`src/rtl/johnson_pkg.sv`:
```
`default_nettype none
// +------------------------------------------------------------------+
// | johnson_pkg: state type and Johnson-code helper functions         |
// | Rev 1.0                                                           |
// +------------------------------------------------------------------+
package johnson_pkg;

  localparam int JC_MAX_W     = 16;
  localparam int JC_IDX_MAX_W = 6;

  typedef logic [JC_MAX_W-1:0] jc_word_t;

  typedef enum logic [1:0] {
    ACQ    = 2'd0,
    LOCKED = 2'd1,
    FAULT  = 2'd2
  } jpd_state_t;

  // A legal code has at most one 0/1 boundary between adjacent bits.
  function automatic logic jc_legal(input jc_word_t x, input int w);
    int edges;
    edges = 0;
    for (int i = 0; i < JC_MAX_W - 1; i++) begin
      if ((i < w - 1) && (x[i] != x[i+1])) edges++;
    end
    return (edges <= 1);
  endfunction

  function automatic jc_word_t jc_succ(input jc_word_t x, input int w);
    jc_word_t r;
    r = '0;
    for (int i = 1; i < JC_MAX_W; i++) begin
      if (i < w) r[i] = x[i-1];
    end
    for (int i = 0; i < JC_MAX_W; i++) begin
      if (i == w - 1) r[0] = ~x[i];
    end
    return r;
  endfunction

  function automatic logic [JC_IDX_MAX_W-1:0] jc_index(input jc_word_t x, input int w);
    int   p;
    logic msb;
    p   = 0;
    msb = 1'b0;
    for (int i = 0; i < JC_MAX_W; i++) begin
      if (i < w) p += int'(x[i]);
      if (i == w - 1) msb = x[i];
    end
    return msb ? JC_IDX_MAX_W'(2 * w - p) : JC_IDX_MAX_W'(p);
  endfunction

endpackage
`default_nettype wire

```
`src/rtl/johnson_code_check.sv`:
```
`default_nettype none
// +------------------------------------------------------------------+
// | johnson_code_check: combinational legality/step/index decode      |
// | Rev 1.0                                                           |
// +------------------------------------------------------------------+
module johnson_code_check
  import johnson_pkg::*;
#(
  parameter int WIDTH = 4,
  parameter int IDX_W = 3
) (
  input  logic [WIDTH-1:0] cur,
  input  logic [WIDTH-1:0] prev,
  output logic             legal,
  output logic             advance,
  output logic             hold,
  output logic             bad_step,
  output logic [IDX_W-1:0] index
);

  jc_word_t w_cur;
  jc_word_t w_prev;
  logic     w_prev_legal;
  logic     w_both_legal;

  always_comb begin
    w_cur        = JC_MAX_W'(cur);
    w_prev       = JC_MAX_W'(prev);
    legal        = jc_legal(w_cur, WIDTH);
    w_prev_legal = jc_legal(w_prev, WIDTH);
    // Steps are only judged between two legal codes.
    w_both_legal = legal && w_prev_legal;
    hold         = w_both_legal && (w_cur == w_prev);
    advance      = w_both_legal && (w_cur == jc_succ(w_prev, WIDTH));
    bad_step     = w_both_legal && !hold && !advance;
    index        = IDX_W'(jc_index(w_cur, WIDTH));
  end

endmodule
`default_nettype wire

```
`src/rtl/johnson_phase_decoder.sv`:
```
`default_nettype none
// +------------------------------------------------------------------+
// | johnson_phase_decoder: Johnson phase decode, lock/fault FSM and   |
// | revolution counter. JPD_DUAL_RAIL_CHECK_EN adds the qb rail check.|
// | Rev 1.0                                                           |
// +------------------------------------------------------------------+
module johnson_phase_decoder
  import johnson_pkg::*;
#(
  parameter int WIDTH    = 4,
  parameter int LOCK_CNT = 2,
  parameter int REV_W    = 8
) (
  input  logic                           clk,
  input  logic                           clr,
  input  logic [WIDTH-1:0]               q,
`ifdef JPD_DUAL_RAIL_CHECK_EN
  input  logic [WIDTH-1:0]               qb,
`endif
  input  logic                           err_clr,
  output logic [2*WIDTH-1:0]             phase_oh,
  output logic [$clog2(2*WIDTH)-1:0]     phase_idx,
  output logic                           locked,
  output logic                           err,
  output logic                           rev_tick,
  output logic [REV_W-1:0]               rev_cnt
);

  localparam int         c_phases   = 2 * WIDTH;
  localparam int         c_idx_w    = $clog2(c_phases);
  localparam logic [3:0] c_lock_cnt = 4'(LOCK_CNT);

  jpd_state_t            r_state, w_state_nx;
  logic [3:0]            r_acq, w_acq_nx, w_acq_inc;
  logic [WIDTH-1:0]      r_q, r_q_p;
  logic [c_phases-1:0]   r_phase_oh, w_phase_oh_nx, w_onehot;
  logic [c_idx_w-1:0]    r_phase_idx, w_phase_idx_nx, w_index;
  logic                  r_locked, w_locked_nx;
  logic                  r_err, w_err_nx;
  logic                  r_rev_tick, w_rev_tick_nx;
  logic [REV_W-1:0]      r_rev_cnt, w_rev_cnt_nx;
  logic                  w_legal, w_advance, w_hold, w_bad_step;
  logic                  w_rail_bad, w_fault, w_good;

  johnson_code_check #(
    .WIDTH (WIDTH),
    .IDX_W (c_idx_w)
  ) u_check (
    .cur      (r_q),
    .prev     (r_q_p),
    .legal    (w_legal),
    .advance  (w_advance),
    .hold     (w_hold),
    .bad_step (w_bad_step),
    .index    (w_index)
  );

`ifdef JPD_DUAL_RAIL_CHECK_EN
  logic [WIDTH-1:0] r_qb;

  always_ff @(posedge clk or negedge clr) begin
    if (!clr) r_qb <= '0;
    else      r_qb <= qb;
  end

  assign w_rail_bad = (r_qb != ~r_q);
`else
  assign w_rail_bad = 1'b0;
`endif

  assign w_fault   = !w_legal || w_bad_step || w_rail_bad;
  assign w_good    = w_legal && (w_advance || w_hold) && !w_rail_bad;
  assign w_acq_inc = r_acq + 4'd1;
  assign w_onehot  = {{(c_phases-1){1'b0}}, 1'b1} << w_index;

  always_ff @(posedge clk or negedge clr) begin
    if (!clr) begin
      r_q         <= '0;
      r_q_p       <= '0;
      r_state     <= ACQ;
      r_acq       <= '0;
      r_phase_oh  <= '0;
      r_phase_idx <= '0;
      r_locked    <= 1'b0;
      r_err       <= 1'b0;
      r_rev_tick  <= 1'b0;
      r_rev_cnt   <= '0;
    end else begin
      r_q         <= q;
      r_q_p       <= r_q;
      r_state     <= w_state_nx;
      r_acq       <= w_acq_nx;
      r_phase_oh  <= w_phase_oh_nx;
      r_phase_idx <= w_phase_idx_nx;
      r_locked    <= w_locked_nx;
      r_err       <= w_err_nx;
      r_rev_tick  <= w_rev_tick_nx;
      r_rev_cnt   <= w_rev_cnt_nx;
    end
  end

  always_comb begin
    w_state_nx     = r_state;
    w_acq_nx       = r_acq;
    w_phase_oh_nx  = '0;
    w_phase_idx_nx = '0;
    w_locked_nx    = 1'b0;
    w_err_nx       = r_err;
    w_rev_tick_nx  = 1'b0;
    w_rev_cnt_nx   = r_rev_cnt;
    case (r_state)
      ACQ: begin
        if (w_good) begin
          if (w_acq_inc == c_lock_cnt) begin
            w_state_nx     = LOCKED;
            w_acq_nx       = '0;
            w_locked_nx    = 1'b1;
            w_phase_oh_nx  = w_onehot;
            w_phase_idx_nx = w_index;
          end else begin
            w_acq_nx = w_acq_inc;
          end
        end else begin
          w_acq_nx = '0;
        end
      end
      LOCKED: begin
        if (w_fault) begin
          w_state_nx = FAULT;
          w_err_nx   = 1'b1;
        end else begin
          w_locked_nx    = 1'b1;
          w_phase_oh_nx  = w_onehot;
          w_phase_idx_nx = w_index;
          // Only an advance can land on index 0 from the last phase.
          if (w_advance && (w_index == '0)) begin
            w_rev_tick_nx = 1'b1;
            w_rev_cnt_nx  = r_rev_cnt + 1'b1;
          end
        end
      end
      FAULT: begin
        if (err_clr && !w_fault) begin
          w_state_nx = ACQ;
          w_acq_nx   = '0;
          w_err_nx   = 1'b0;
        end
      end
      default: begin
        w_state_nx = ACQ;
        w_acq_nx   = '0;
      end
    endcase
  end

  assign phase_oh  = r_phase_oh;
  assign phase_idx = r_phase_idx;
  assign locked    = r_locked;
  assign err       = r_err;
  assign rev_tick  = r_rev_tick;
  assign rev_cnt   = r_rev_cnt;

endmodule
`default_nettype wire

```
`config.mk`:
```
export PLATFORM = sky130hd
export DESIGN_NAME = johnson_phase_decoder
export DESIGN_NICKNAME = d
export VERILOG_FILES = /design/src/rtl/johnson_pkg.sv /design/src/rtl/johnson_code_check.sv /design/src/rtl/johnson_phase_decoder.sv
export SDC_FILE = /design/constraint.sdc
export NUM_CORES = 1
export LEC_CHECK = 0
export ABC_AREA = 1
export ABC_CLOCK_PERIOD_IN_PS = 7800
export CAP_MARGIN = 20
export CORE_ASPECT_RATIO = 1.25
export CORE_MARGIN = 4
export CORE_UTILIZATION = 42
export CTS_CLUSTER_SIZE = 12
export DETAILED_ROUTE_END_ITERATION = 10
export DONT_BUFFER_PORTS = 1
export PLACE_DENSITY_LB_ADDON = 0.08
export SKIP_LAST_GASP = 1
export SLEW_MARGIN = 20
export SYNTH_ARGS = -nofsm -noshare
export SYNTH_HDL_FRONTEND = slang
export SYNTH_SLANG_ARGS = --single-unit
```
`constraint.sdc`:
```
create_clock -name clk -period 7.8 [get_ports clk]
set_clock_uncertainty 0.1 [all_clocks]
set_input_delay 1.17 -clock clk [delete_from_list [all_inputs] [get_ports clk]]
set_output_delay 1.17 -clock clk [all_outputs]
set_load 0.02 [all_outputs]
```
==> reports/qor.yml, run 1 <==
status:
  status: "completed"
timing:
  period_share: 0.3767
  rsz0062_at_grt: "no"
  fmax_ghz: 0.3403
  drv_slew: 0
  tightest_slew_ns: 0.8811
  relSlewSlack: 0.4104
  hold_viol_final: 0
  post-route-min-period_ns: 2.938
  setup_viol: 0
  fin_tns_setup_ns: 0
worst_setup_path:
  crit_type: "flip-flop to flip-flop"
  slowest_delay_ns: 0.50
  required_ns: 7.92
  crit_fanout: 9
  critPathLaunchType: "flip-flop"
  crit_top_cell: "ha_1"
  cp.arrival_ns: 3.06
  slowest_stage: "fa_1"
  cp-end-kind: "flip-flop"
  path_cells: "fa_1 > ha_1 > ha_1 > inv_1 > ha_1 > o21ai_2 > nand2_1 > nor2_4 > nand4_4 > inv_2 > nand2_1 > o21ai_1"
pwr:
  leakage_nw: 1.167
  power_frac_seq: 0.492
  swShare: 0.2847
  p_switching_uw: 116.9
  clock_power_share: 0.348
  peakVddDrop_mv: 0.08980
  pwr-share-comb: 0.159
  p_int_uw: 293.6
  pwr_density_cell_nw_per_um2: 188.1
cells_and_area:
  nets: 261
  multi_input_area_um2: 993.5
  drive_above_1_share: 0.1240
  n_antenna_cell: 0
  final_cells: 302
  area_growth_pct: 7.721
  nFillCells: 477
  regArea_um2: 900.9
  layout_commonest_cell: "nand2_1"
  layout_common_cells: "61 x nand2_1, 36 x dfrtp_1, 24 x inv_1"
floorplanning:
  die-area_um2: 6005
  io_pins: 29
  coreArea_um2: 4695
  die_h_um: 85.65
  placementRows: 28
  chipWidth_um: 70.12
  start_util: 0.4315
clocking:
  cts.clk_slew.worst_paths_ns: 0.07
  cts.sinks: 36
  ctsHoldBuffers: 0
  cts_tree: "built"
  cts_root_buf: "clkbuf_8"
  cts_buffers: 5
  cts_setup_buffers: 0
  cts_resized: 0
  clock_latency_ns: 0.29
  clockBufferDepth: 2
  cts_max_level: 2
min_path:
  hold_class: "flip-flop to flip-flop"
grt:
  grt_pass1_vias: 1440
  grt_pass1_wl_um: 6699
  antenna_found_initial: 0
  grt_max_degree: 37
  grt-ovfl-total: 0
  grt_usage: 0.1394
yosys:
  syn-num-nets: 256
  synth.avg_cell_area_um2: 8.547
  yosys_warnings: 0
  netlist_area_um2: 2026
  syn-instance-count: 237
  synth_cell_types: 30
  synth-seq-cells: 36
  yosysSeqAreaShare: 0.4447
drt:
  dr.first_iter.drc_count: 60
  antenna_left: 0
  drt-wirelength-per-cell_um: 12.17
  vias: 1462
  via_per_inst: 4.841
  drt_pre_antenna_iters: 5
  routed_wl_um: 3675
  route.detailed.drc: 0
place:
  dp_hpwl_um: 2768
  io_buffers: 0
  dpl.cell_count: 295
  gp_congestion: 0.7926
job:
  maxCapViolations: 0
[metrics by stage]
step           worst slack, ns  total power [mW]  utilization  hold WS [ns]  area [um^2]
4_1_cts                  4.826            0.4175       0.4648        0.4061         2182
2_1_floorplan            5.090            0.2607            -        0.3625         2026
6_report                 4.862            0.4104       0.4648        0.4046         2182
3_3_place_gp             4.881            0.2720       0.4443        0.3879         2086
5_1_grt                  4.648            0.4350       0.4648        0.4419         2182
3_5_place_dp             4.831            0.2721       0.4443        0.3883         2086
[layer usage]
metal / vias to the layer above / part of all wire / track usage
li1: 758 / - / -
met1: 676 / 0.44 / 0.1701
met2: 21 / 0.49 / 0.2322
met3: 7 / 0.048 / 0.03869
met4: 0 / 0.018 / 0.05749
met5: - / 0 / 0
[sequential cells by signal, indices dropped and copies added, names as in the netlist]
register,cells
err,1
locked,1
phase_idx,3
phase_oh,8
r_acq,4
r_q,4
r_q_p,4
r_state,2
rev_cnt,8
rev_tick,1
[kinds of logic after synthesis]
kind of cell	synth area share
AND/OR/NAND/NOR	0.2953
flip-flops	0.4447
buffers and inverters	0.06486
AO/OA/AOI/OAI	0.05683
XOR/XNOR	0.06053
adder cells (fa/ha/maj)	0.07783
[critical path: cells and delay by family, from the launching register on]
kind,cells,cell delay [ns]
adders and majority gates,4,1.24
and+or+nand+nor,4,0.56
DFF,1,0.46
AOI/OAI and AO/OA,2,0.27
buffers and inverters,2,0.23
[final timing paths]
kind	start	endpoint	slack, ns	depth (start not counted)
worst max-delay path	r_q[0]	rev_cnt[3]	4.86	12
worst min-delay path	r_acq[3]	r_acq[3]	0.40	2
worst max register to register	r_q[0]	rev_cnt[3]	4.86	12
worst min register to register	r_acq[3]	r_acq[3]	0.40	2
max in group asynchronous	clr	phase_oh[1]	7.04	0
min in group asynchronous	clr	rev_cnt[3]	0.47	0
[layout make-up]
| class | count | share of cell area |
|---|---|---|
| inverter | 31 | 0.05333 |
| clock buffer | 7 | 0.04415 |
| tap | 60 | 0.03440 |
| multi-input combinational | 168 | 0.4553 |
| sequential | 36 | 0.4128 |
[cell usage after synthesis, drive strengths merged]
library cell | instances | area [um^2]
fa | 1 | 20.02
o21ai | 17 | 100.1
clkbuf | 1 | 3.750
dfrtp | 36 | 900.9
nor3b | 1 | 12.51
buf | 1 | 11.26
xnor2 | 6 | 52.55
a21oi | 3 | 15.01
nor4 | 1 | 6.260
inv | 31 | 116.4
nor2 | 20 | 106.4
or2 | 2 | 12.52
ha | 11 | 137.6
nand2 | 68 | 277.8
xor2 | 8 | 70.07
nand4 | 3 | 33.78
or3 | 1 | 6.260
nand3b | 3 | 22.52
nand3 | 23 | 120.1
[power groups by stage]
stage                     Sequential (mW)  Combinational [mW]  Clock, mW
after floorplan                     0.204              0.0570          0
after global placement              0.206              0.0662          0
after detailed placement            0.206              0.0662          0
after CTS                           0.202              0.0664      0.149
after global routing                0.203              0.0762      0.156
final                               0.202              0.0654      0.143
Note: power is estimated with default switching activity, not from simulation.
==> run 2: changes to the inputs <==
--- a/config.mk
+++ b/config.mk
@@ -6,7 +6,7 @@
 export NUM_CORES = 1
 export LEC_CHECK = 0
 export ABC_AREA = 1
-export ABC_CLOCK_PERIOD_IN_PS = 7800
+export ABC_CLOCK_PERIOD_IN_PS = 3100
 export CAP_MARGIN = 20
 export CORE_ASPECT_RATIO = 1.25
 export CORE_MARGIN = 4
==> constraint.sdc (replaced) <==
create_clock -name clk -period 3.1 [get_ports clk]
set_clock_uncertainty 0.1 [all_clocks]
set_input_delay 0.465 -clock clk [delete_from_list [all_inputs] [get_ports clk]]
set_output_delay 0.465 -clock clk [all_outputs]
set_load 0.02 [all_outputs]
==> reports/qor.yml, run 2 (synthesis gave the netlist of run 1 again) <==
timing:
  setup_viol: 0  # unchanged
  rsz0062_at_grt: "no"
  tightest_slew_ns: 0.3482  # -0.5329 ns
  fin_tns_setup_ns: 0  # unchanged
  hold_viol_final: 0  # unchanged
  post-route-min-period_ns: 2.810  # -0.1286 ns
  period_share: 0.9064  # +0.5296
  drv_slew: 0  # unchanged
  timing.final.ws_setup_ns: 0.2903  # -4.571 ns
  fmax_ghz: 0.3559  # +4.6%
  whs_ns: 0.1038  # -0.3009 ns
  relSlewSlack: 0.7657  # +0.3553
clocking:
  clockBufferDepth: 2  # unchanged
  clock_latency_ns: 0.28  # about the same
  cts_buffers: 5  # unchanged
  cts_max_level: 2  # unchanged
  cts_resized: 0  # unchanged
  cts.clk_slew.worst_paths_ns: 0.07  # about the same
  ctsHoldBuffers: 2  # +2
  cts.sinks: 36  # unchanged
  cts_root_buf: "clkbuf_8"
  cts_tree: "built"
  cts_setup_buffers: 0  # unchanged
floorplanning:
  coreArea_um2: 4695  # unchanged
  placementRows: 28  # unchanged
  die_h_um: 85.65  # unchanged
  io_pins: 29  # unchanged
  start_util: 0.4315  # unchanged
  die-area_um2: 6005  # unchanged
  chipWidth_um: 70.12  # unchanged
grt:
  grt_pass1_vias: 1464  # +1.7%
  antenna_found_initial: 0  # unchanged
  grt-ovfl-total: 0  # unchanged
  grt_pass1_wl_um: 6969  # +4.0%
  grt_usage: 0.1475  # +0.008142
  grt_max_degree: 37  # unchanged
worst_setup_path:
  cp.arrival_ns: 2.93  # -0.13 ns
  slowest_delay_ns: 0.48  # -0.02 ns
  crit_type: "flip-flop to flip-flop"
  r2r-end: "rev_cnt[3]"
  crit_top_cell: "ha_1"
  slowest_stage: "fa_1"
  cp-end-kind: "flip-flop"
  ff2ff_path_depth: 12  # unchanged
  r2r_slack_ns: 0.29  # -4.57 ns
  required_ns: 3.22  # -4.70 ns
  r2r-start: "r_q[0]"
  crit_fanout: 9  # unchanged
  path_cells: "fa_1 > ha_1 > ha_1 > inv_1 > ha_1 > o21ai_2 > nand2_1 > nor2_4 > nand4_4 > inv_2 > nand2_1 > o21ai_1"
  critPathLaunchType: "flip-flop"
pwr:
  peakVddDrop_mv: 0.2627  # +190%
  leakage_nw: 1.202  # +3.0%
  pwr_density_cell_nw_per_um2: 448.6  # +140%
drt:
  routed_wl_um: 3903  # +6.2%
  dr.first_iter.drc_count: 87  # +45%
  antenna_left: 0  # unchanged
  route.detailed.drc: 0  # unchanged
  vias: 1485  # +1.6%
  via_per_inst: 4.790  # -1.0%
  drt_pre_antenna_iters: 4  # -1
  drt-wirelength-per-cell_um: 12.59  # +3.5%
cells_and_area:
  postLayoutCellArea_um2: 2238  # +2.6%
  n_antenna_cell: 0  # unchanged
  drive_above_1_share: 0.1440  # +0.02003
  area_growth_pct: 10.50
  nets: 269  # +3.1%
  layout_commonest_cell: "nand2_1"
  layout_common_cells: "61 x nand2_1, 36 x dfrtp_1, 24 x inv_1"
place:
  dp_hpwl_um: 2965  # +7.1%
  gp_congestion: 0.8010  # +1.1%
  placed_area_um2: 2131  # +2.2%
  io_buffers: 0  # unchanged
  dpl_worst_slack_ns: 0.2845  # -4.547 ns
status:
  status: "completed"
min_path:
  hold_start: "q[1]"
  hold_depth: 0  # -2
  min_to: "r_q[1]"
  hold_class: "input pin to flip-flop"
job:
  maxCapViolations: 0  # unchanged
run 2: worst max-delay path by stage:
| stage | start | slack, ns | to | cells after the start |
|---|---|---|---|---|
| 3_5_place_dp | r_q[0] | 0.28 | rev_cnt[3] | 12 |
| 4_1_cts | r_q[0] | 0.27 | rev_cnt[3] | 12 |
| 2_1_floorplan | r_q[1] | 0.39 | rev_cnt[4] | 12 |
| 6_report | r_q[0] | 0.29 | rev_cnt[3] | 12 |
| 5_1_grt | r_q[0] | 0.09 | rev_cnt[3] | 12 |
| 3_3_place_gp | r_q[0] | 0.34 | rev_cnt[3] | 12 |
run 2: area by class of cell:
| cell class | instances | area (um^2) |
|---|---|---|
| Fill cell | 474 | 2456 |
| Tap cell | 60 | 75.07 |
| Multi-Input combinational cell | 168 | 993.5 |
| Clock buffer | 6 | 72.57 |
| Sequential cell | 36 | 900.9 |
| Timing Repair Buffer | 8 | 75.07 |
| Inverter | 31 | 116.4 |
| Clock inverter | 1 | 5.005 |
run 2: where the power goes:
| part | total [mW] | switching, mW | leakage (nW) | internal (mW) |
|---|---|---|---|---|
| clock network | 0.309 | 0.156 | 0.0410 | 0.153 |
| logic | 0.190 | 0.123 | 0.678 | 0.0673 |
| registers | 0.505 | 0.0223 | 0.483 | 0.483 |
| total | 1.00 | 0.301 | 1.20 | 0.703 |
run 2: worst max-delay path: cells and delay by family (launching register included):
family | cells | cell delay [ns]
fa+ha+maj | 4 | 1.21
simple gates | 4 | 0.53
flops | 1 | 0.40
compound gates | 2 | 0.28
buf+inv | 2 | 0.21
run 2: metrics by stage:
stage	cells	total power [mW]	utilization
after CTS	310	1.023	0.4768
after global placement	301	0.6920	0.4539
after floorplan	237	0.6558	-
after detailed placement	301	0.6949	0.4539
after global routing	310	1.078	0.4768
final	310	1.004	0.4768
run 2: layer usage:
metal / GRT usage / vias to the layer above / part of all wire
met3: 0.05275 / 6 / 0.058
met1: 0.1738 / 679 / 0.43
met4: 0.05749 / 0 / 0.017
met5: 0 / - / 0
met2: 0.2459 / 26 / 0.50
li1: - / 774 / -
==> variant 1, RTL diff (settings of run 2) <==
Register the inputs `q` and `err_clr` before use, with the module's reset. The logic sees them one clock later.
--- a/src/rtl/johnson_phase_decoder.sv
+++ b/src/rtl/johnson_phase_decoder.sv
@@ -31,2 +31,15 @@
   localparam logic [3:0] c_lock_cnt = 4'(LOCK_CNT);
+
+  logic [WIDTH-1:0] q_q;
+  logic err_clr_q;
+
+  always_ff @(posedge clk or negedge clr) begin
+    if (!clr) begin
+      q_q       <= '0;
+      err_clr_q <= '0;
+    end else begin
+      q_q       <= q;
+      err_clr_q <= err_clr;
+    end
+  end
 
@@ -88,3 +101,3 @@
     end else begin
-      r_q         <= q;
+      r_q         <= q_q;
       r_q_p       <= r_q;
@@ -142,3 +155,3 @@
       FAULT: begin
-        if (err_clr && !w_fault) begin
+        if (err_clr_q && !w_fault) begin
           w_state_nx = ACQ;
Formal check against the unedited RTL: not equivalent (a bounded check fails within 4 cycles, from zero or initial values).
==> variant 1 against run 2 <==
- die area rose by 1.4%
- sequential share of layout area up 4.9 points
- first-iteration DRC count down 25%
- wire length is 9.4% lower
- synthesized area rose by 1.5%
- power rose by 13%
- final area is 1.6% higher
- worst setup slack got worse by 0.087 ns
- final cell count is 6.1% lower
- sequential cell count up 5
==> variant 1: results <==
metrics = {
    "sta": {
        "period_needed_ns": 2.90,
        "worst_hold_slack_ns": 0.0989,
        "relSlewSlack_pct": 67.0,
    },
    "placement": {
        "place_area_sq_um": 2140,
        "post-place-cells": 282,
        "dpl.hpwl_um": 2580,
        "gp_congestion": 0.748,
    },
    "pwr": {
        "p_comb_mw": 0.156,
        "peakVddDrop_mv": 0.296,
        "clkPwrFrac_pct": 36.2,
        "seqPwrFrac_pct": 50.0,
        "p_sw_mw": 0.295,
    },
    "worst_setup_path": {
        "cpPeakStageDelay_ns": 0.50,
        "crit_arrival_ns": 3.02,
    },
    "global_route": {
        "grt_pass1_vias": 1383,
        "grt_max_degree": 42,
        "grt_pass1_wl_um": 6290,
        "gr-usage-met1_pct": 15.8,
        "met3_usage_pct": 5.92,
        "use_met2_pct": 20.7,
        "grt_usage_pct": 13.1,
    },
    "synth": {
        "synth_xor_area_share_pct": 5.96,
        "syn_nets": 240,
        "synth-adder-area-share_pct": 7.66,
        "synth.distinct_cells": 27,
        "syn_avg_cell_area_sq_um": 9.31,
        "synth-seq-area-share_pct": 49.9,
        "synth-compound-area-share_pct": 2.37,
        "ys_top_cells_by_area": "dfrtp_1 50%, nand2_1 11%, ha_1 6.7%, inv_1 4.6%, xnor2_1 3.8%",
    },
    "min_path": {
        "holdPathEnd": "err_clr_q$_DFF_PN0_",
        "min_from": "err_clr",
    },
    "detailed_routing": {
        "met2_length_um": 1650,
        "via_per_inst": 4.63,
        "drt-met1-wl_um": 1570,
        "vias": 1347,
        "dr_wl_met3_um": 258,
        "wl_per_cell_um": 12.1,
    },
    "status": {
        "status": "finished, final reports clean",
    },
    "layout": {
        "final_nets": 250,
        "drive_above_1_share_pct": 17.7,
    },
    "clock_tree": {
        "clk-insertion-delay-late_ns": 0.29,
    },
}
[variant 1: changes by cell type after synthesis, moves of 2 or more]
cell | run 2 | this run
inv_2 | 7 | 5
nand2_2 | 6 | 10
nand2_1 | 61 | 63
nand3_1 | 22 | 7
xor2_1 | 8 | 5
dfrtp_1 | 36 | 41
nand3_2 | 1 | 3
nor2_2 | 0 | 3
nor2_1 | 17 | 19
o21ai_1 | 14 | 2
a21oi_1 | 3 | 0
nor2_4 | 2 | 0
xnor2_1 | 6 | 9
[variant 1: cells by family after synthesis]
| logic type | after synthesis |
|---|---|
| buffers and inverters | 31 |
| and+or+nand+nor | 117 |
| adders and majority gates | 12 |
| AOI/OAI and AO/OA | 6 |
| xor gates and xnor gates | 14 |
| DFF | 41 |
[variant 1: cell type report]
class | instances | area, sq um
repair buffers | 3 | 37.5
inverters | 31 | 119
clock buffers | 5 | 68.8
flip-flops and latches | 41 | 1030
clock inverters | 2 | 35.0
multi-input cells | 149 | 912
fillers | 459 | 2450
well taps | 60 | 75.1
==> variant 2, RTL diff (config.mk and constraints of run 2) <==
Made on the original files. The option `JPD_DUAL_RAIL_CHECK_EN` is turned on by a define.
--- a/src/rtl/johnson_phase_decoder.sv
+++ b/src/rtl/johnson_phase_decoder.sv
@@ -6,2 +6,4 @@
 // +------------------------------------------------------------------+
+`define JPD_DUAL_RAIL_CHECK_EN
+
 module johnson_phase_decoder
Ports: changed (added qb); port bits go from 29 to 33. The function was not compared with the original's and may differ.
==> variant 2 against run 2 <==
- fmax is 1.9% lower
- sequential cell count grew 4
- clock power increased by 38%
- worst setup slack worse by 0.053 ns
- final area up 4.5%
- wire length down 2.6%
- hold slack lost 0.0068 ns
- critical path depth is the same
- power is 17% higher
- sequential power up 12%
- die area grew 3.2%
- synthesized area up 3.6%
- final cell count up 0.65%
==> variant 2: results <==
metrics = {
    "synth": {
        "synth_common_cells": "75 x nand2_1, 40 x dfrtp_1, 24 x inv_1, 16 x nor2_1, 12 x nand3_1",
        "synth.distinct_cells": 28,
        "ys_top_cells_by_area": "dfrtp_1 48%, nand2_1 13%, ha_1 5.4%, inv_1 4.3%, xnor2_1 4.2%",
        "synth-seq-area-share_pct": 47.7,
        "syn_nets": 260,
        "synth-async-reset-ratio_pct": 100,
    },
    "worst_setup_path": {
        "critPathMaxFanout": 8,
        "crit_slowest_cell": "fa_1",
        "crit_arrival_ns": 2.95,
    },
    "clock_tree": {
        "clk-insertion-delay-late_ns": 0.29,
        "cts_root_buf": "clkbuf_8",
        "cts_buffer_depth": 2,
        "clkTransAtPathRegs_ns": 0.08,
    },
    "sta": {
        "finalCritPeriodShare_pct": 92.4,
        "relSlewSlack_pct": 72.9,
        "tns_ns": 0,
    },
    "pwr": {
        "peakVddDrop_mv": 0.330,
        "power.leakage_nw": 1.24,
    },
    "status": {
        "status": "finished, final reports clean",
    },
    "detailed_routing": {
        "drt_iter0_drc": 20,
        "via_per_inst": 4.69,
        "wl_um": 3800,
    },
    "global_route": {
        "grt_pass1_wl_um": 6400,
        "grt_max_degree": 41,
        "grt_pass1_vias": 1444,
        "grt_usage_pct": 13.4,
    },
    "placement": {
        "place_area_sq_um": 2200,
        "gp_congestion": 0.731,
        "dpl.hpwl_um": 2850,
    },
    "layout": {
        "final_nets": 272,
        "drive_above_1_share_pct": 17.5,
    },
}
## variant 2: changes by cell type after synthesis, sizes merged, moves of 5 or more
cell / run 2 / this run
xor2: 8 / 3
nand3: 23 / 14
nor2: 20 / 25
nand2: 68 / 83
o21ai: 17 / 4
## variant 2: cells by family (layout without fill, tap and decap cells)
logic type	after synthesis	count (layout)	synth area share, %
and+or+nand+nor	137	137	31.9
DFF	40	40	47.7
buffers and inverters	32	45	5.78
xor gates and xnor gates	13	13	5.43
adders and majority gates	10	10	6.32
AOI/OAI and AO/OA	7	7	2.86
## variant 2: stage by stage
step / cells / setup slack (ns) / hold WS [ns] / power [mW]
2_1_floorplan: 239 / 0.297 / 0.0694 / 0.713
3_3_place_gp: 302 / 0.265 / 0.0710 / 0.745
3_5_place_dp: 302 / 0.224 / 0.0708 / 0.746
4_1_cts: 312 / 0.208 / 0.0818 / 1.19
5_1_grt: 312 / 0.0420 / 0.0742 / 1.24
6_report: 312 / 0.237 / 0.0970 / 1.17
## variant 2: worst max-delay path, delay by kind of cell (launching register included)
kind | cells | cell delay (ns)
buffers and inverters | 1 | 0.04
AOI/OAI and AO/OA | 1 | 0.22
DFF | 1 | 0.40
adders and majority gates | 4 | 1.20
and+or+nand+nor | 6 | 0.78
## variant 2: final timing paths
kind | cells after the start | from | slack [ns] | to
setup / recovery | 12 | r_q[0]$_DFF_PN0_ | 0.24 | rev_cnt[2]$_DFFE_PN0P_
hold / removal | 0 | qb[1] | 0.1 | r_qb[1]$_DFF_PN0_
setup reg to reg | 12 | r_q[0]$_DFF_PN0_ | 0.24 | rev_cnt[2]$_DFFE_PN0P_
hold reg to reg | 2 | r_acq[3]$_DFFE_PN0P_ | 0.40 | r_acq[3]$_DFFE_PN0P_
max in group asynchronous | 2 | clr | 2.14 | r_q_p[1]$_DFF_PN0_
min in group asynchronous | 2 | clr | 0.55 | r_state[0]$_DFFE_PN0P_
## variant 2: routing by layer
metal / wire length [um] / global-route usage (%) / vias up
li1: - / - / 762
met1: 1650 / 15.2 / 663
met2: 1930 / 23.2 / 32
met3: 146 / 3.93 / 7
met4: 70 / 5.64 / 0
met5: 0 / 0 / -
## variant 2: final cells by class
type	count	area (sq um)
tap	60	75.1
clock inverter	3	42.5
fill	465	2460
sequential	40	1000
inverter	31	116
timing repair buffer	6	60.1
multi-input combinational	167	976
clock buffer	5	68.8
## variant 2: where the power goes
part	total, mW	leakage, nW	switching, mW	internal, mW
registers	0.567	0.526	0.0256	0.542
logic	0.179	0.663	0.117	0.0618
clock network	0.427	0.0541	0.188	0.238
total	1.17	1.24	0.331	0.842
